$ cat src/rtl/spike_loader_wbm.sv
// Wishbone initiator that writes one 256-bit spike vector into a core's axon
// spike memory as NUM_WORDS single-word writes, with per-word ack timeout.
module spike_loader_wbm #(
    parameter logic [31:0] IMEM_BASE_0    = 32'h80000000,
    parameter logic [31:0] IMEM_BASE_1    = 32'h80010000,
    parameter int          NUM_WORDS      = 8,
    parameter int          TIMEOUT_CYCLES = 16
) (
    input  logic         wb_clk_i,
    input  logic         wb_rst_ni,
    input  logic         req_valid_i,
    output logic         req_ready_o,
    input  logic         req_core_i,
    input  logic [255:0] req_spikes_i,
    output logic         wbm_cyc_o,
    output logic         wbm_stb_o,
    output logic         wbm_we_o,
    output logic [3:0]   wbm_sel_o,
    output logic [31:0]  wbm_adr_o,
    output logic [31:0]  wbm_dat_o,
    input  logic         wbm_ack_i,
    output logic [1:0]   core_en_o,
    output logic         busy_o,
    output logic         done_o,
    output logic         err_o
);
    localparam int IW = $clog2(NUM_WORDS);
    localparam int TW = $clog2(TIMEOUT_CYCLES + 1);

    typedef enum logic [2:0] {IDLE, STROBE, GAP, FINISH, ABORT} state_t;

    state_t         state;
    logic [IW-1:0]  idx;
    logic [TW-1:0]  tcnt;
    logic [255:0]   vec;
    logic           core;
    logic [IW-1:0]  nidx;

    assign nidx = idx + IW'(1);

    // Word 0 sits in the top 32 bits of the vector.
    function automatic logic [31:0] word_at(input logic [255:0] v, input logic [IW-1:0] i);
        return v[(NUM_WORDS - 1 - int'(i)) * 32 +: 32];
    endfunction

    function automatic logic [31:0] base_of(input logic c);
        return c ? IMEM_BASE_1 : IMEM_BASE_0;
    endfunction

    always_ff @(posedge wb_clk_i or negedge wb_rst_ni) begin
        if (!wb_rst_ni) begin
            state       <= IDLE;
            idx         <= '0;
            tcnt        <= '0;
            vec         <= '0;
            core        <= 1'b0;
            req_ready_o <= 1'b1;
            wbm_cyc_o   <= 1'b0;
            wbm_stb_o   <= 1'b0;
            wbm_we_o    <= 1'b0;
            wbm_sel_o   <= 4'h0;
            wbm_adr_o   <= 32'h0;
            wbm_dat_o   <= 32'h0;
            core_en_o   <= 2'b00;
            busy_o      <= 1'b0;
            done_o      <= 1'b0;
            err_o       <= 1'b0;
        end else begin
            done_o <= 1'b0;
            err_o  <= 1'b0;
            case (state)
                IDLE: begin
                    if (req_valid_i) begin
                        vec         <= req_spikes_i;
                        core        <= req_core_i;
                        idx         <= '0;
                        tcnt        <= '0;
                        req_ready_o <= 1'b0;
                        busy_o      <= 1'b1;
                        core_en_o   <= req_core_i ? 2'b10 : 2'b01;
                        wbm_cyc_o   <= 1'b1;
                        wbm_stb_o   <= 1'b1;
                        wbm_we_o    <= 1'b1;
                        wbm_sel_o   <= 4'hF;
                        wbm_adr_o   <= base_of(req_core_i);
                        wbm_dat_o   <= word_at(req_spikes_i, '0);
                        state       <= STROBE;
                    end
                end
                STROBE: begin
                    // An ack on the last allowed cycle takes priority over the timeout.
                    if (wbm_ack_i) begin
                        wbm_cyc_o <= 1'b0;
                        wbm_stb_o <= 1'b0;
                        wbm_we_o  <= 1'b0;
                        wbm_sel_o <= 4'h0;
                        if (idx == IW'(NUM_WORDS - 1)) begin
                            done_o <= 1'b1;
                            state  <= FINISH;
                        end else begin
                            state  <= GAP;
                        end
                    end else if (tcnt == TW'(TIMEOUT_CYCLES - 1)) begin
                        wbm_cyc_o <= 1'b0;
                        wbm_stb_o <= 1'b0;
                        wbm_we_o  <= 1'b0;
                        wbm_sel_o <= 4'h0;
                        err_o     <= 1'b1;
                        state     <= ABORT;
                    end else begin
                        tcnt <= tcnt + TW'(1);
                    end
                end
                GAP: begin
                    idx       <= nidx;
                    tcnt      <= '0;
                    wbm_cyc_o <= 1'b1;
                    wbm_stb_o <= 1'b1;
                    wbm_we_o  <= 1'b1;
                    wbm_sel_o <= 4'hF;
                    wbm_adr_o <= base_of(core) + 32'({nidx, 2'b00});
                    wbm_dat_o <= word_at(vec, nidx);
                    state     <= STROBE;
                end
                FINISH, ABORT: begin
                    req_ready_o <= 1'b1;
                    busy_o      <= 1'b0;
                    core_en_o   <= 2'b00;
                    wbm_adr_o   <= 32'h0;
                    wbm_dat_o   <= 32'h0;
                    state       <= IDLE;
                end
                default: state <= IDLE;
            endcase
        end
    end
endmodule

$ cat config.mk
export PLATFORM = sky130hd
export DESIGN_NAME = spike_loader_wbm
export DESIGN_NICKNAME = d
export VERILOG_FILES = /design/src/rtl/spike_loader_wbm.sv
export SDC_FILE = /design/constraint.sdc
export NUM_CORES = 1
export LEC_CHECK = 0
export ABC_AREA = 1
export CAP_MARGIN = 20
export CORE_ASPECT_RATIO = 1.1
export CORE_MARGIN = 2
export CORE_UTILIZATION = 51
export DETAILED_ROUTE_END_ITERATION = 10
export PLACE_DENSITY = 0.88
export RECOVER_POWER = 25
export SYNTH_ARGS = -nofsm -noshare
export SYNTH_HDL_FRONTEND = slang
export SYNTH_SLANG_ARGS = --single-unit
$ cat constraint.sdc
create_clock -name wb_clk_i -period 2.2 [get_ports wb_clk_i]
set_input_delay 0.44 -clock wb_clk_i [delete_from_list [all_inputs] [get_ports wb_clk_i]]
set_output_delay 0.44 -clock wb_clk_i [all_outputs]
set_load 0.02 [all_outputs]
# Word level (Yosys, flattened, before mapping)

Index checks and enable logic that the tools add are counted.

Add/subtract/negate cells: 4
Equal/unequal tests: 10
Shift operators: 1
Multiplexer cells: 37
Reductions and logical operators: 13

Operators by type and width:

| cell                                                                  | count |
|---|---|
| 256-bit by 9-bit indexed part select with 32-bit output               | 1 |
| 32-bit case mux with 3 select lines                                   | 2 |
| 32-bit 2-to-1 mux                                                     | 2 |
| 17-bit 2-to-1 mux                                                     | 2 |
| 32-bit by 5-bit adder with 32-bit output                              | 1 |
| 5-bit 2-to-1 mux                                                      | 3 |
| 5-bit case mux with 3 select lines                                    | 1 |
| 3-bit 2-to-1 mux                                                      | 4 |
| 4-bit 2-to-1 mux                                                      | 3 |
| 4-bit case mux with 3 select lines                                    | 1 |
| 1-bit 2-to-1 mux                                                      | 11 |
| 2-bit AND reduction                                                   | 5 |
| 3-bit case mux with 3 select lines                                    | 1 |
| 3-bit by 2-bit equality test with 1-bit output, second input constant | 2 |
| 3-bit equality test, second input constant                            | 2 |
| 2-bit inequality test, second input constant                          | 3 |
| 3-bit case mux with 2 select lines                                    | 1 |
| 3-bit nonzero test                                                    | 2 |
| 5-bit by 1-bit adder with 5-bit output, second input constant         | 1 |
| 5-bit by 4-bit equality test with 1-bit output, second input constant | 1 |
| 2-bit 2-to-1 mux                                                      | 2 |
| 1-bit case mux with 2 select lines                                    | 2 |
| 2-bit case mux with 2 select lines                                    | 1 |
| 4-bit AND reduction                                                   | 1 |
| 9 further kinds                                                       | 10 |

Bits in registers: 343
Bits of input ports: 261
Output and inout bits: 77
Logic and storage cells: 79

# Depth between registers and ports, before layout

Gate-level depths: netlist of run 1.

Word-level depth: 4
Gate-level depth with buffers: 10
Mapped depth without buffers: 9

# Least setup slack after synthesis of run 1

Ideal clock, no wire load.

Path type: flip-flop to flip-flop
Start point: register idx[0]
End point: register wbm_dat_o[0]
Setup time: 0.062 ns
Arrival: 1.517 ns
Required time: 2.138 ns
Slack: 0.620 ns
Stages on the path, launching flop included: 10
Path buffers: 2
Clock period less this slack: 1.580 ns
Cell sequence: dfrtp_1 > ha_1 > buf_2 > buf_1 > nand3_1 > nand2_1 > nand2_1 > nand3_1 > nand2_1 > inv_1

Cells in the longest elaborated chain, start to end: 4

Ends and longest elaborated chain:

| element                                                 | line | source |
|---|---|---|
| start, declared                                         | 33   | `logic [IW-1:0] idx;` |
| start signal, assigned                                  | 115  | `idx <= nidx;` |
| 3-bit by 1-bit adder with 3-bit output                  | 39   | `assign nidx = idx + IW'(1);` |
| 3-bit by 3-bit subtractor with 4-bit output             | 43   | `return v[(NUM_WORDS - 1 - int'(i)) * 32 +: 32];` |
| 256-bit by 9-bit indexed part select with 32-bit output | 43   |  |
| 32-bit case mux with 3 select lines                     | 71   | `case (state)` |
| end signal, assigned                                    | 86   | `wbm_dat_o <= word_at(req_spikes_i, '0);` |
| end signal, assigned                                    | 122  | `wbm_dat_o <= word_at(vec, nidx);` |
| end, declared                                           | 20   | `output logic [31:0] wbm_dat_o,` |

No other way between the ends.
A chain may end at the register's enable or synchronous reset.

# Worst setup path in the final report of run 1

Start point: register idx[0]
End point: register wbm_dat_o[25]

The elaborated chain is that of the path after synthesis.

==> results by group, run 1 <==
Placed design
  • RePlAce Congestion: about 0.86
  • PortBufs: just over 300
  • Worst slack, placed: ~0.15 ns
  • HPWL after DPL: ~31 mm

GRT
  • Antenna violations before repair: 4
  • Largest net degree at the start of global routing: 82
  • Met1 Use GR: approximately 36%
  • First-pass GRT wire length: 72.2 mm
  • GRT met3 Usage: approximately 4.1%
  • Total grt overflow: 0
  • Vias in the first global route: ~14000
  • Total global-route track usage: between 20% and 30%
  • Most used routing layer: met2
  • GR Util met2: about 50%

Cells and area
  • Layout Nets: 2589
  • Area growth from synthesis to layout: 29.9%
  • Fin util: 67.3%
  • Layout cell share with drive strength beyond 1: under 10%

Worst hold path
  • Hold Path Origin: req_ready_o
  • Hold Crit Class: reg -> reg
  • Hold Path End: req_ready_o
  • Hold-critical path depth: 2

Power and ir drop
  • Cell Pwr Density: about 1500 mW/mm²
  • Leak: just under 10 nW
  • Peak supply drop: approximately 1.0 mV
  • Power, Total: 0.0293 W

Logic synthesis
  • Cell count after synthesis: between 2000 and 2500
  • YS warnings: 0
  • Yosys reg bits: 312
  • Post-synth ARST share: 100%
  • Share of the synthesized area in the top cell type: approximately 51%
  • Top cell type by total area after synthesis: dfrtp_1
  • EDFF count, synth: 0
  • Ys flop type: dfrtp_1
  • Top cells by count, synth: 713 x nand2_1, 333 x inv_1, 311 x dfrtp_1
  • Syn Area/Cell: about 7.4 µm²
  • Netlist cell types: 27
  • Seq/Total Area, Yosys: between 50% and 60%
  • Synthesized area: between 0.015 and 0.02 mm²
  • Synth top area cells: dfrtp_1 51%, nand2_1 17%, inv_1 8.2%
  • Count leader, synth: nand2_1

Clock tree
  • Clock root buffer: clkbuf_16
  • Clock transition at the registers of the reported paths: about 0.060 ns
  • Clock sink count: 312
  • Inserted Clock Buffers: 35
  • Number of H-tree levels: 2
  • Clk_lat worst skew: 0.52 ns
  • Maximum clock insertion buffer count: 3
  • CTS tree: yes

Route
  • DRC violations left: 0
  • Via count: around 14000
  • Vias per inst: between 5 and 6
  • ANT nets after route: 0
  • Total wire length: ~46 mm
  • TritonRoute pass-1 iters: 6
  • Mean routed wirelength per cell: about 17 µm
  • Iter 0 DRT Violations: ~1400

Setup path
  • Startpoint types: flip-flop
  • Crit Path Category: reg -> reg
  • Crit path capture type: flip-flop
  • Crit path DAT: around 2.5 ns
  • R2R setup slack: ~0.090 ns
  • CP max FO: 39
  • Reg-to-reg startpoint: idx[0]
  • Worst Path Required: roughly 2.6 ns
  • Worst r2r dst: wbm_dat_o[25]
  • Worst reg-to-reg path cell count: 10

Die
  • Die height: 186 µm
  • Core area: just under 0.03 mm²
  • Starting density of the core: between 50% and 60%
  • I/O pin cnt: 338
  • Die W: 169 µm
  • Die area: roughly 0.031 mm²
  • Num rows: 66

Timing
  • Setup-failing EPs final: 0
  • Final Critical Period: 2.11 ns
  • Tcrit/Tclk final: between 90% and 100%
  • Worst Skew: ~0.021 ns
  • Worst-margin pin slew: 1.01 ns
  • Hold Fails Final Rpt: 0
  • Unrepaired setup endpoints after global routing: false
  • Final setup margin: just under 0.09 ns
  • Sum Neg Setup Slack: 0 ns
  • Slew headroom: between 30 and 40%
  • Max frequency: approximately 470 MHz
  • Slew Viols, Final: 0

Job
  • Total of max-cap violations: 0

Outcome
  • Status: completed
power breakdown:
group,total (W),leakage (nW),switching (W),internal [W]
logic,0.0137,5.50,0.00888,0.00481
clock network,0.00600,0.585,0.00235,0.00365
registers,0.00961,3.82,0.00115,0.00846
timing repair:
item                       in CTS  in global routing
resized for setup               0                  0
hold endpoints to repair       30                  0
setup endpoints to repair       0                  0
hold buffers                    1                  0
buffers inserted                0                  0
final cells by class:
class,instances,area (µm²)
flip-flops and latches,312,7810
repair buffers,344,3560
diodes,5,12.5
multi-input cells,1292,5570
clock inverters,8,92.6
inverters,339,1280
well taps,374,468
fillers,2248,9670
clock buffers,55,1090
layout by cell type (no fill, tap or decap), drive strengths merged:
cell type / synthesis / layout
nand2: 713 / 713
inv: 339 / 339
dfrtp: 311 / 311
clkdlybuf4s50: 0 / 309
o21ai: 263 / 263
nand3: 168 / 168
nor2: 76 / 76
clkbuf: 26 / 56
buf: 120 / 33
or2: 32 / 32
conb: 1 / 27
diode: 0 / 5
clkinv: 0 / 5
ha: 4 / 4
o22ai: 2 / 2
a21oi: 2 / 2
nor3b: 2 / 2
bufinv: 0 / 2
nand3b: 1 / 1
nor3: 1 / 1
o21a: 1 / 1
clkinvlp: 0 / 1
dlygate4sd3: 0 / 1
dfstp: 1 / 1
worst max-delay path by stage:
stage                     start       endpoint
global route          wb_rst_ni       vec[187]
finish                   idx[0]  wbm_dat_o[25]
global placement    req_valid_i  wbm_dat_o[31]
CTS                 req_ready_o    req_ready_o
floorplan                idx[0]   wbm_dat_o[0]
detailed placement  req_valid_i  wbm_dat_o[14]
registers in the layout, indices dropped and copies added, names as in the netlist, 2 cells and up:
name / count
tcnt: 5
state: 3
wbm_adr_o: 5
core_en_o: 2
wbm_dat_o: 32
vec: 256
idx: 3
worst max-delay path, cell delays in order (launching register included):
cell and delay (ns):
dfrtp_4 0.57, buf_4 0.19, inv_4 0.10, buf_4 0.41, nand2_1 0.13, nand3_1 0.11
nand2_1 0.08, nand2_1 0.06, nand3_1 0.14, nand2_1 0.13, inv_1 0.05
routing by layer:
metal | part of all wire [%] | routed length (µm)
met5 | 0 | 0
met4 | 5.3 | 2450
met1 | 39 | 17900
met2 | 48 | 22300
met3 | 7.3 | 3360
through the flow:
stage	hold WS (ns)	instances	area (µm²)
detailed placement	0.340	2660	18700
CTS	0.398	2724	19900
floorplan	0.144	2089	15400
finish	0.481	2729	19900
global placement	0.338	2660	18700
global route	0.488	2727	19900
kinds of logic after synthesis:
logic type / count (synthesis) / synth area share (%)
and+or+nand+nor: 993 / 26.4
buffers and inverters: 485 / 13.5
adders and majority gates: 4 / 0.327
other: 1 / 0.0245
DFF: 312 / 51.0
AOI/OAI and AO/OA: 268 / 8.79
Note: power is estimated with default switching activity, not from simulation.
==> run 2, diff against run 1 <==
--- a/config.mk
+++ b/config.mk
@@ -10,6 +10,7 @@
 export CORE_ASPECT_RATIO = 1.1
 export CORE_MARGIN = 2
 export CORE_UTILIZATION = 51
+export CTS_CLUSTER_DIAMETER = 30
 export DETAILED_ROUTE_END_ITERATION = 10
 export PLACE_DENSITY = 0.88
 export RECOVER_POWER = 25
==> run 2 against run 1 <==
Combinational power about the same. Worst hold slack got worse by 0.029 ns. Sequential power rose by 0.7%. Cell count grew 2.2%. Critical path type is now reg -> out.
==> results by group, run 2 (same netlist as run 1, synthesis figures left out) <==
Timing
  • Slew Viols, Final: 0
  • Sum Neg Setup Slack: 0 ns
  • Worst Skew: 0.0266 ns
  • Worst-margin pin slew: 1.00 ns
  • Hold Fails Final Rpt: 0
  • Unrepaired setup endpoints after global routing: false
  • Setup-failing EPs final: 0
  • Slew headroom: approximately 33%
  • Max frequency: 469 MHz
  • Final Critical Period: ~2.1 ns
  • Tcrit/Tclk final: 96.8%

Placed design
  • PortBufs: 310
  • Placed Area: around 0.019 mm²
  • RePlAce Congestion: between 0.8 and 0.9
  • HPWL after DPL: about 31 mm

Route
  • Mean routed wirelength per cell: approximately 17 µm
  • Via count: between 10000 and 15000
  • Vias per inst: 5.30
  • TritonRoute pass-1 iters: 6
  • Iter 0 DRT Violations: between 1000 and 1500
  • DRC violations left: 0
  • ANT nets after route: 0
  • Total wire length: approximately 48 mm

Setup path
  • Critical path depth: 1
  • Critical Path Start: req_ready_o
  • Crit path DAT: ~1.7 ns
  • Worst-path cell chain: clkdlybuf4s50_1
  • CP max FO: 2
  • Top delay family on crit path: buffers and inverters
  • WP buf/inv: 1
  • CP max-delay cell: clkdlybuf4s50_1
  • Worst Path Required: 1.76 ns
  • Startpoint types: flip-flop
  • Crit path capture type: primary output
  • Crit Path Category: reg -> out
  • Reg-to-reg startpoint: idx[0]
  • Slowest Stage Delay on Critical Path: just over 0.6 ns
  • Worst reg-to-reg path cell count: 10

Power and ir drop
  • Combinational power share: about two fifths
  • Int Power: about 0.02 W
  • Switching Fraction: between 40% and 50%
  • Switching power: between 0.01 and 0.015 W
  • Flop pwr share: approximately 29%
  • Clock power share: 29.0%
  • Cell Pwr Density: about 1600 mW/mm²
  • Leak: 10.4 nW
  • Peak supply drop: about 0.97 mV

Worst hold path
  • Hold Path Origin: req_spikes_i[183]
  • Hold-critical path depth: 3
  • Hold Crit Class: in -> reg

Cells and area
  • Layout cell share with drive strength beyond 1: 6.93%
  • Fin util: a little over 70%
  • Area growth from synthesis to layout: 36.4%
  • Reg with most FFs: vec
  • Max FFs per register: ~260
  • Design Area, Final: ~0.021 mm²
  • Most frequent cells in the layout: 711 x nand2_1, 333 x inv_1, 310 x dfrtp_1, 309 x clkdlybuf4s50_1, 212 x o21ai_0
  • Largest registers: vec (256), wbm_dat_o (32)
  • Most common cell after layout, fill and taps aside: nand2_1
  • Layout Nets: about 2600
  • Layout filler cell count: around 2100

GRT
  • First-pass GRT wire length: roughly 76 mm
  • Largest net degree at the start of global routing: 82
  • Total grt overflow: 0
  • Total global-route track usage: between 30% and 40%
  • Vias in the first global route: 15203
  • Antenna violations before repair: 4

Die
  • I/O pin cnt: 338
  • Starting density of the core: a little over 50%
  • Num rows: between 60 and 70
  • Die W: 169 µm
  • Die height: 186 µm
  • Core area: between 0.02 and 0.03 mm²
  • Die area: ~0.031 mm²

Clock tree
  • Post-CTS setup buffer count: 0
  • Maximum clock insertion buffer count: 3
  • Number of H-tree levels: 3
  • CTS tree: yes
  • Clock sink count: 312
  • Clock root buffer: clkbuf_16
  • Inserted Clock Buffers: 68
  • Clock transition at the registers of the reported paths: around 0.040 ns
  • Clk_lat worst skew: roughly 0.54 ns

Outcome
  • Status: completed

Job
  • Total of max-cap violations: 0
## run 2: changes by cell type in the layout (fill, tap and decap cells not counted)
cell	delta
clkinv_8	+1
clkbuf_16	+31
buf_12	-1
inv_8	+2
inv_6	+8
buf_6	+1
clkbuf_8	-1
clkinv_2	+6
clkinv_4	+8
clkinvlp_4	+4
## run 2: layer usage
| layer | vias up | GRT usage (%) | routed length, µm | part of all wire [%] |
|---|---|---|---|---|
| met5 | - | 0 | 0 | 0 |
| met4 | 0 | 17.0 | 2620 | 5.4 |
| met3 | 178 | 6.19 | 3880 | 8.0 |
| met2 | 812 | 52.6 | 23900 | 49 |
| met1 | 6967 | 36.1 | 18000 | 37 |
| li1 | 6806 | - | - | - |
## run 2: final timing paths
path	to	slack [ns]
worst max-delay path	req_ready_o	0.07
worst min-delay path	vec[183]	0.45
worst max register to register	wbm_dat_o[25]	0.17
worst min register to register	req_ready_o	0.48
max in group asynchronous	vec[233]	0.27
min in group asynchronous	vec[104]	0.59
## run 2: final cells by class
cell class                      count  area (µm²)  area share (%)
Antenna cell                        5        12.5          0.0599
Clock buffer                       85        1860            8.88
Clock inverter                     37         332            1.59
Inverter                          339        1280            6.14
Multi-Input combinational cell   1292        5570            26.7
Sequential cell                   312        7810            37.4
Tap cell                          374         468            2.24
Timing Repair Buffer              344        3550            17.0
## run 2: repair_timing
item                      in CTS  in global routing
hold endpoints to repair      30                  0
resized for setup              0                  0
hold buffers                   1                  0
## run 2: metrics by stage
step	total power (W)	setup WS, ns	hold WS (ns)	instances
after detailed placement	0.0230	0.150	0.340	2660
final	0.0331	0.0697	0.453	2788
after floorplan	0.0182	0.620	0.144	2089
after global routing	0.0352	0.0125	0.457	2786
after CTS	0.0330	0.0558	0.356	2783
after global placement	0.0224	0.218	0.338	2660
## run 2: power by group through the flow
stage               combinational, W  sequential, W  clock, W
CTS                           0.0137        0.00962   0.00966
finish                        0.0138        0.00968   0.00960
global placement              0.0129        0.00949         0
detailed placement            0.0134        0.00963         0
floorplan                    0.00852        0.00969         0
global route                  0.0153        0.00988   0.00999
==> run 3, diff against run 2 <==
--- a/config.mk
+++ b/config.mk
@@ -10,7 +10,7 @@
 export CORE_ASPECT_RATIO = 1.1
 export CORE_MARGIN = 2
 export CORE_UTILIZATION = 51
-export CTS_CLUSTER_DIAMETER = 30
+export CTS_CLUSTER_DIAMETER = 50
 export DETAILED_ROUTE_END_ITERATION = 10
 export PLACE_DENSITY = 0.88
 export RECOVER_POWER = 25
==> run 3 against run 2 <==
Power fell by 11%. Register-to-register slack gained 0.02 ns. Global-route usage is 1.7 points lower. Final area is 4.6% lower. Critical endpoint unchanged. First-iteration DRC count fell by 1.2%. Worst setup slack better by 0.027 ns. Highest routed layer unchanged. Largest cell class unchanged. Fmax increased by 1.3%. Sequential power is 0.7% lower. Sequential share of layout area grew 1.8 points. Sequential cell count stayed put. Clock power shrank 36%. Clock skew shrank 0.0057 ns.
==> results by group, run 3 (same netlist as run 1, synthesis figures left out) <==
Outcome
  • Status: completed

Timing
  • Final Critical Period: 2.10 ns
  • Worst Skew: between 0.02 and 0.025 ns
  • Unrepaired setup endpoints after global routing: false
  • Slew Viols, Final: 0
  • Setup-failing EPs final: 0
  • Tcrit/Tclk final: between 90% and 100%
  • Max frequency: roughly 480 MHz
  • Hold Fails Final Rpt: 0
  • Slew headroom: about a third
  • Worst-margin pin slew: about 1 ns
  • Sum Neg Setup Slack: 0 ns

GRT
  • Total global-route track usage: between 20% and 30%
  • Antenna violations before repair: 4
  • Total grt overflow: 0
  • First-pass GRT wire length: about 72 mm
  • Largest net degree at the start of global routing: 82
  • Vias in the first global route: between 10000 and 15000

Power and ir drop
  • Flop pwr share: 32.7%
  • Power, Total: between 0.02 and 0.03 W
  • Peak supply drop: around 0.98 mV
  • Cell Pwr Density: 1470 mW/mm²
  • Switching Fraction: 42.1%
  • Int Power: about 0.017 W
  • Combinational power share: 46.4%
  • Clock power share: 20.9%
  • Leak: 9.94 nW
  • Switching power: between 0.01 and 0.015 W

Clock tree
  • Number of H-tree levels: 2
  • Clk_lat worst skew: about 0.51 ns
  • Clock root buffer: clkbuf_16
  • Inserted Clock Buffers: 36
  • CTS Hold Bufs: 1
  • Post-CTS setup buffer count: 0
  • Maximum clock insertion buffer count: 3
  • Clock transition at the registers of the reported paths: 0.06 ns
  • Post_cts resized: 0
  • CTS tree: yes
  • Clock sink count: about 310

Die
  • Die area: 0.0314 mm²
  • Num rows: 66
  • Die height: roughly 190 µm
  • Core area: about 0.030 mm²
  • Starting density of the core: 51.8%
  • Die W: roughly 170 µm
  • I/O pin cnt: about 340

Route
  • Via count: roughly 14000
  • Total wire length: approximately 45 mm
  • Mean routed wirelength per cell: between 15 and 20 µm
  • Vias per inst: 5.24
  • ANT nets after route: 0
  • Iter 0 DRT Violations: 1322
  • DRC violations left: 0
  • TritonRoute pass-1 iters: 7

Cells and area
  • Max FFs per register: approximately 260
  • Most common cell after layout, fill and taps aside: nand2_1
  • Layout Nets: between 2000 and 3000
  • Reg with most FFs: vec
  • Layout cell share with drive strength beyond 1: slightly below 5%
  • Most frequent cells in the layout: 711 x nand2_1, 333 x inv_1, 310 x dfrtp_1, 309 x clkdlybuf4s50_1, 212 x o21ai_0
  • Fin util: between 60% and 70%
  • Largest registers: vec (256), wbm_dat_o (32)
  • Multi-input combinational cell area: between 0.005 and 0.006 mm²
  • Register area: 0.00781 mm²
  • Area growth from synthesis to layout: 30.1%
  • Layout filler cell count: around 2300

Setup path
  • Crit path capture type: primary output
  • R2R setup slack: 0.19 ns
  • CP max FO: 2
  • Worst Path Required: 1.76 ns
  • CP max-delay cell: clkdlybuf4s50_1
  • WP buf/inv: 1
  • Worst-path cell chain: clkdlybuf4s50_1
  • Startpoint types: flip-flop
  • Top delay family on crit path: buffers and inverters
  • Crit Path Category: reg -> out
  • Slowest Stage Delay on Critical Path: approximately 0.60 ns
  • Crit path DAT: between 1.5 and 2 ns

Worst hold path
  • Hold Crit Class: in -> reg

Placed design
  • PortBufs: 310
  • HPWL after DPL: 31.5 mm
  • RePlAce Congestion: 0.865

Job
  • Total of max-cap violations: 0
run 3: area by class of cell:
type / instances / share of cell area, %
flip-flops and latches: 312 / 39.2
repair buffers: 344 / 17.9
inverters: 339 / 6.43
clock inverters: 14 / 0.778
clock buffers: 50 / 5.34
multi-input cells: 1292 / 28.0
diodes: 5 / 0.0628
well taps: 374 / 2.35
run 3: power by group through the flow:
stage                     sequential, W  combinational [W]  clock [W]
after floorplan                 0.00969            0.00852          0
final                           0.00961             0.0136    0.00612
after global routing            0.00983             0.0152    0.00643
after detailed placement        0.00963             0.0134          0
after global placement          0.00949             0.0129          0
after CTS                       0.00958             0.0136    0.00617
run 3: layer usage:
layer	routed length (µm)	vias up	track usage (%)
met5	0	-	0
met4	2260	0	15.1
met3	3390	128	3.55
met2	22300	710	49.7
met1	17500	6750	35.8
li1	-	6716	-
run 3: final timing paths:
| path | from | end | depth (start not counted) |
|---|---|---|---|
| worst max-delay path | req_ready_o | req_ready_o | 1 |
| worst max register to register | idx[0] | wbm_dat_o[25] | 10 |
| worst min register to register | vec[255] | vec[255] | 2 |
| min in group asynchronous | wb_rst_ni | vec[82] | 2 |
| worst min-delay path | req_spikes_i[80] | vec[80] | 3 |
| max in group asynchronous | wb_rst_ni | vec[27] | 3 |
run 3: stage by stage:
stage          hold WS, ns  area [µm²]  std cells  setup slack (ns)
2_1_floorplan        0.144       15400       2089             0.620
3_3_place_gp         0.338       18700       2660             0.218
3_5_place_dp         0.340       18700       2660             0.150
4_1_cts              0.400       19900       2725            0.0841
5_1_grt              0.497       19900       2728            0.0231
6_report             0.481       19900       2730            0.0972
